<file path="src/rtl/rf_pkg.sv">
// Shared defaults and FSM encoding for the scoreboarded register file.
package rf_pkg;

    localparam int RF_DATA_W = 32;
    localparam int RF_ADDR_W = 5;

    typedef enum logic {
        IDLE  = 1'b0,
        CLEAR = 1'b1
    } rf_state_e;

endpackage

</file>
<file path="src/rtl/reg_scoreboard.sv">
// One busy bit per register entry: issue sets, writeback or bulk clear resets.
module reg_scoreboard
    import rf_pkg::*;
#(
    parameter int ADDR_W = RF_ADDR_W
) (
    input  logic              clk,
    input  logic              reset,
    input  logic              set_en,
    input  logic [ADDR_W-1:0] set_addr,
    input  logic              clr_en,
    input  logic [ADDR_W-1:0] clr_addr,
    input  logic [ADDR_W-1:0] rd_addr1,
    input  logic [ADDR_W-1:0] rd_addr2,
    output logic              busy1,
    output logic              busy2
);

    localparam int DEPTH = 1 << ADDR_W;

    logic [DEPTH-1:0] busy_q;
    logic [DEPTH-1:0] busy_d;

    // Set is applied last so a new producer wins over a same-cycle writeback.
    always_comb begin
        busy_d = busy_q;
        if (clr_en) begin
            busy_d[clr_addr] = 1'b0;
        end
        if (set_en) begin
            busy_d[set_addr] = 1'b1;
        end
    end

    always_ff @(posedge clk or negedge reset) begin
        if (!reset) begin
            busy_q <= '0;
        end else begin
            busy_q <= busy_d;
        end
    end

    assign busy1 = busy_q[rd_addr1];
    assign busy2 = busy_q[rd_addr2];

endmodule

</file>
<file path="src/rtl/reg_file_sb.sv">
// Two-read/one-write register file with write forwarding, a busy scoreboard
// and a sequential bulk clear that sweeps one entry per cycle.
module reg_file_sb
    import rf_pkg::*;
#(
    parameter int DATA_W   = RF_DATA_W,
    parameter int ADDR_W   = RF_ADDR_W,
    parameter bit ZERO_REG = 1'b1
) (
    input  logic              clk,
    input  logic              reset,
    input  logic [ADDR_W-1:0] rd_addr1,
    input  logic [ADDR_W-1:0] rd_addr2,
    output logic [DATA_W-1:0] rd_data1,
    output logic [DATA_W-1:0] rd_data2,
    output logic              rd_busy1,
    output logic              rd_busy2,
    input  logic              wr_en,
    input  logic [ADDR_W-1:0] wr_addr,
    input  logic [DATA_W-1:0] wr_data,
    input  logic              iss_en,
    input  logic [ADDR_W-1:0] iss_addr,
    input  logic              clr_start,
    output logic              clr_active,
    output logic              clr_done
);

    localparam int DEPTH = 1 << ADDR_W;
    localparam logic [ADDR_W-1:0] LAST_IDX = ADDR_W'(DEPTH - 1);

    rf_state_e         state_q;
    logic [ADDR_W-1:0] idx_q;
    logic              clr_done_q;
    logic [DATA_W-1:0] mem_q [DEPTH];

    logic idle;
    logic wr_ok;
    logic set_ok;
    logic sb_clr_en;
    logic [ADDR_W-1:0] sb_clr_addr;

    assign idle   = (state_q == IDLE);
    assign wr_ok  = idle && wr_en && !(ZERO_REG && (wr_addr == '0));
    assign set_ok = idle && iss_en && !(ZERO_REG && (iss_addr == '0));

    // During CLEAR the scoreboard clear port is owned by the sweep index.
    assign sb_clr_en   = idle ? wr_en : 1'b1;
    assign sb_clr_addr = idle ? wr_addr : idx_q;

    always_ff @(posedge clk or negedge reset) begin
        if (!reset) begin
            state_q    <= IDLE;
            idx_q      <= '0;
            clr_done_q <= 1'b0;
        end else begin
            case (state_q)
                IDLE: begin
                    clr_done_q <= 1'b0;
                    if (clr_start) begin
                        state_q <= CLEAR;
                        idx_q   <= '0;
                    end
                end
                CLEAR: begin
                    if (idx_q == LAST_IDX) begin
                        state_q    <= IDLE;
                        clr_done_q <= 1'b1;
                    end else begin
                        idx_q <= idx_q + 1'b1;
                    end
                end
                default: begin
                    state_q <= IDLE;
                end
            endcase
        end
    end

    always_ff @(posedge clk or negedge reset) begin
        if (!reset) begin
            for (int i = 0; i < DEPTH; i++) begin
                mem_q[i] <= '0;
            end
        end else if (state_q == CLEAR) begin
            mem_q[idx_q] <= '0;
        end else if (wr_ok) begin
            mem_q[wr_addr] <= wr_data;
        end
    end

    logic [1:0][ADDR_W-1:0] rd_addr_w;
    logic [1:0][DATA_W-1:0] rd_data_w;
    logic [1:0]             sb_busy;
    logic [1:0]             rd_busy_w;

    assign rd_addr_w = {rd_addr2, rd_addr1};

    reg_scoreboard #(
        .ADDR_W(ADDR_W)
    ) u_scoreboard (
        .clk      (clk),
        .reset    (reset),
        .set_en   (set_ok),
        .set_addr (iss_addr),
        .clr_en   (sb_clr_en),
        .clr_addr (sb_clr_addr),
        .rd_addr1 (rd_addr1),
        .rd_addr2 (rd_addr2),
        .busy1    (sb_busy[0]),
        .busy2    (sb_busy[1])
    );

    genvar gi;
    generate
        for (gi = 0; gi < 2; gi++) begin : g_rd
            logic fwd;
            logic zero;
            assign fwd  = idle && wr_en && (wr_addr == rd_addr_w[gi]);
            assign zero = ZERO_REG && (rd_addr_w[gi] == '0);
            assign rd_data_w[gi] = zero ? '0 : (fwd ? wr_data : mem_q[rd_addr_w[gi]]);
            assign rd_busy_w[gi] = !zero && sb_busy[gi] && !fwd;
        end
    endgenerate

    assign rd_data1   = rd_data_w[0];
    assign rd_data2   = rd_data_w[1];
    assign rd_busy1   = rd_busy_w[0];
    assign rd_busy2   = rd_busy_w[1];
    assign clr_active = (state_q == CLEAR);
    assign clr_done   = clr_done_q;

endmodule

</file>
<file path="config.mk">
export PLATFORM = sky130hd
export DESIGN_NAME = reg_file_sb
export DESIGN_NICKNAME = d
export VERILOG_FILES = /design/src/rtl/rf_pkg.sv /design/src/rtl/reg_scoreboard.sv /design/src/rtl/reg_file_sb.sv
export SDC_FILE = /design/constraint.sdc
export NUM_CORES = 2
export LEC_CHECK = 0
export CAP_MARGIN = 20
export CORE_ASPECT_RATIO = 1.4
export CORE_MARGIN = 1.5
export CORE_UTILIZATION = 28
export DETAILED_ROUTE_END_ITERATION = 6
export GPL_TIMING_DRIVEN = 0
export PLACE_DENSITY = 0.44
export SETUP_SLACK_MARGIN = 0.05
export SLEW_MARGIN = 20
export SYNTH_ARGS = -nofsm -noshare
export SYNTH_HDL_FRONTEND = slang
export SYNTH_HIERARCHICAL = 1
export SYNTH_SLANG_ARGS = --single-unit
export TNS_END_PERCENT = 30
</file>
<file path="constraint.sdc">
create_clock -name clk -period 2.9 [get_ports clk]
set_clock_uncertainty 0.05 [all_clocks]
set_input_delay 0.29 -clock clk [delete_from_list [all_inputs] [get_ports clk]]
set_output_delay 0.29 -clock clk [all_outputs]
set_load 0.05 [all_outputs]
</file>
==> impl_metrics.py <==
metrics = {
    "routing": {
        "drtIter0Drc": 6813,
        "wl_met1_um": 126100,
        "first_pass_iters": 7,
        "ant_nets": 0,
        "post_drt_wl_per_cell_um": 46.56,
        "vias": 49190,
        "top_layer": "met5",
        "routed_via_density": 6.558,
        "wl_met2_um": 149300,
        "drc_errors": 1,
        "met3WireLength_um": 38240,
        "wl_um": 349300,
    },
    "timing": {
        "rsz0062_at_grt": "yes",
        "finalCritPeriodShare": 1.200,
        "final-hold-violation-count": 130,
        "whs_ns": -0.1589,
        "drv_slew": 0,
        "period_needed_ns": 3.481,
        "fmax_ghz": 0.2872,
        "setup_viol": 191,
        "fin_ws_ns": -0.5813,
        "tightest_slew_ns": 1.204,
        "max_slew_margin": 0.1972,
    },
    "floorplan": {
        "fp.dieH_um": 533.8,
        "die_x_um": 382.1,
        "start_util": 0.2820,
        "pin_count": 125,
        "num_rows": 194,
        "core_area_um2": 199800,
        "die-area_um2": 204000,
    },
    "logic_synthesis": {
        "synthFlopType": "dfrtp_1",
        "synth_fp_nets": 4336,
        "synth_edf_count": 0,
        "synth_mux_area_frac": 0.2236,
        "synth-compound-area-share": 0.2177,
        "seq_area_frac_synth": 0.4721,
        "yosysTopAreaCell": "dfrtp_1",
        "synth_area_leaders": "dfrtp_1, mux4_2, a22o_1",
        "synth_area_um2": 56340,
        "synth_top_area_frac": 0.4721,
        "ys_ff_latch": 1063,
        "synth_fa_ha_area_frac": 0.001110,
        "syn_avg_cell_area_um2": 13.18,
        "synth_top_family_by_area": "multiplexers",
        "synthSimpleGateAreaFrac": 0.03600,
        "ys_types": 67,
        "synth_warnings": 6,
        "synth-xor-area-share": 0.002021,
        "syn_inst": 4274,
        "async_flop_share": 1.000,
    },
    "finish": {
        "layout-drive-gt1-share": 0.3532,
        "fillers": 19290,
        "regArea_um2": 26600,
        "synthToLayoutAreaGrowth_pct": 29.19,
        "multi_input_area_um2": 29690,
        "nets": 4799,
    },
    "clock_network": {
        "clock_sinks": 1063,
        "clk_latency_ns": 0.80,
        "h-tree-depth": 3,
        "cts_root_buf": "clkbuf_16",
        "cts_inserted_buffers": 120,
        "cts_tree": "yes",
        "clk_pin_slew_worst_paths_ns": 0.05,
        "clock_path_buffers": 3,
        "cts_hold_buf": 11,
    },
    "worst_setup_path": {
        "r2r_slack_ns": -0.17,
        "crit_path_start_kind": "primary input",
        "cp_max_fo": 10,
        "cp.arrival_ns": 3.14,
        "r2r_end": "mem_q[818]",
        "critPathRequiredTime_ns": 2.56,
        "r2r-start": "clr_active",
        "crit_start": "rd_addr2[2]",
        "endpoint": "rd_data2[2]",
        "crit_path_end_kind": "output pin",
        "reg2reg_depth": 9,
        "critPathKind": "in -> out",
    },
    "pwr": {
        "vdd_drop_max_mv": 0.5225,
        "power_w": 0.04673,
        "leakage_nw": 31.22,
        "powerDensity_nw_per_um2": 642.0,
    },
    "job": {
        "drv_cap": 0,
    },
    "run_status": {
        "violations": "DRC, hold timing, setup timing",
        "status": "finished with violations",
    },
    "placed_design": {
        "gp_congestion": 1.026,
        "dp_hpwl_um": 248700,
        "port_buffers": 92,
    },
    "hold_path": {
        "hp-class": "in -> async",
    },
    "global_routing": {
        "antenna_found_initial": 17,
        "grt_pass1_vias": 47950,
        "track_usage": 0.3367,
        "grt_pass1_wl_um": 462900,
        "grt_overflow_total": 0,
        "grt_max_degree": 138,
    },
}
sequential cells by signal, summed over array words and instances (netlist names):
register	flops
clr_active	1
clr_done	1
idx_q	5
mem_q	1024
u_scoreboard/busy_q	32
cells in the mapped netlist (7+ instances only):
master	count
o22ai_1	88
and2_1	59
a21oi_1	85
o22a_1	24
a221oi_1	23
nand2_1	56
buf_6	24
o221ai_1	22
nor2_1	101
nand3_1	27
nor2b_1	11
a22o_1	994
a22oi_1	27
a211o_1	8
inv_1	7
nor3_1	33
mux2_2	97
o32ai_1	12
buf_2	61
a211oi_1	45
a2bb2oi_1	8
a221o_1	24
clkbuf_1	370
nor3b_1	15
nand3b_1	15
buf_1	50
dfrtp_1	1063
o211ai_1	8
mux2i_1	225
nand2b_1	17
o21ai_0	106
mux4_2	411
or4_1	9
xnor2_1	9
or3b_2	8
buf_4	36
worst min path at each step:
stage                      from    endpoint  slack (ns)
floorplan                 reset  clr_active       -0.06
global placement     mem_q[994]  mem_q[994]        0.43
detailed placement        reset  mem_q[221]        0.39
CTS                 wr_data[18]  mem_q[946]       0.004
global route              reset   mem_q[88]       -0.06
finish                    reset  mem_q[221]       -0.16
stage by stage:
step | setup WS (ns) | cell area, um2 | instances | utilization | TNS [ns]
after floorplan | -0.1331 | 56360 | 4274 | - | -1.510
after global placement | -50.59 | 60590 | 7012 | 0.3033 | -
after detailed placement | -3.285 | 61510 | 7048 | 0.3079 | -1249.79
after CTS | -0.4792 | 71590 | 7446 | 0.3584 | -96.17
after global routing | -0.4896 | 72760 | 7490 | 0.3642 | -24.20
final | -0.5813 | 72790 | 7501 | 0.3644 | -28.76
final cells by class:
cell class,instances,share of cell area
clock inverter,52,0.01088
buffer,543,0.06162
sequential,1063,0.3655
antenna,13,0.0004469
tap,2646,0.04548
inverter,7,0.0004641
timing repair buffer,354,0.05896
multi-input combinational,2648,0.4079
clock buffer,175,0.04878
per-layer routing:
| metal | up-vias | track usage |
|---|---|---|
| li1 | 18170 | - |
| met5 | - | 0 |
| met2 | 3690 | 0.4947 |
| met3 | 1104 | 0.1151 |
| met4 | 6 | 0.2608 |
| met1 | 26220 | 0.4032 |
layout by cell type (no fill, tap or decap), types with 17 or more instances in the layout:
cell	n
clkbuf_4	28
mux2_2	97
clkbuf_1	231
a211oi_4	18
a21oi_1	32
and2_1	46
clkinv_2	22
o21ai_4	18
mux2i_1	185
buf_4	183
bufinv_16	18
a22o_1	994
a221o_1	17
a22oi_1	21
clkbuf_16	137
o21ai_0	75
nor2_1	67
o22ai_2	17
buf_16	57
nand2_1	51
clkbuf_8	50
buf_1	35
mux4_2	411
clkbuf_2	90
nor2_4	22
a21oi_2	37
buf_8	35
dfrtp_1	1062
buf_6	106
buf_12	72
mux2i_4	24
o22ai_1	62
o22a_1	23
timing repair:
action	in CTS	in global routing
hold endpoints to repair	143	128
endpoints found under the setup margin	972	1101
resized for setup	1410	272
setup buffers	151	51
gates cloned	15	2
pin swaps	89	64
worst max-delay path, stage by stage:
cell	delay [ns]
buf_4	0.18
buf_12	0.22
buf_12	0.28
nor2_4	0.13
buf_8	0.18
a22oi_2	0.59
nand2_1	0.17
a211o_1	0.29
o211ai_1	0.44
buf_4	0.30
cell families (layout without fill, tap and decap cells):
logic type | count (synthesis) | in the layout
AO/OA/AOI/OAI | 1516 | 1516
multiplexers | 733 | 733
other | 0 | 13
XOR/XNOR | 13 | 13
adder cells (fa/ha/maj) | 5 | 5
flip-flops | 1063 | 1063
AND/OR/NAND/NOR | 381 | 381
buffers and inverters | 563 | 1131
power by group:
part	internal [W]	switching (W)	total (W)
clock network	0.0101	0.00723	0.0173
logic	0.00434	0.00742	0.0118
registers	0.0163	0.00133	0.0176
No activity file was read; power rests on OpenSTA's default activity.
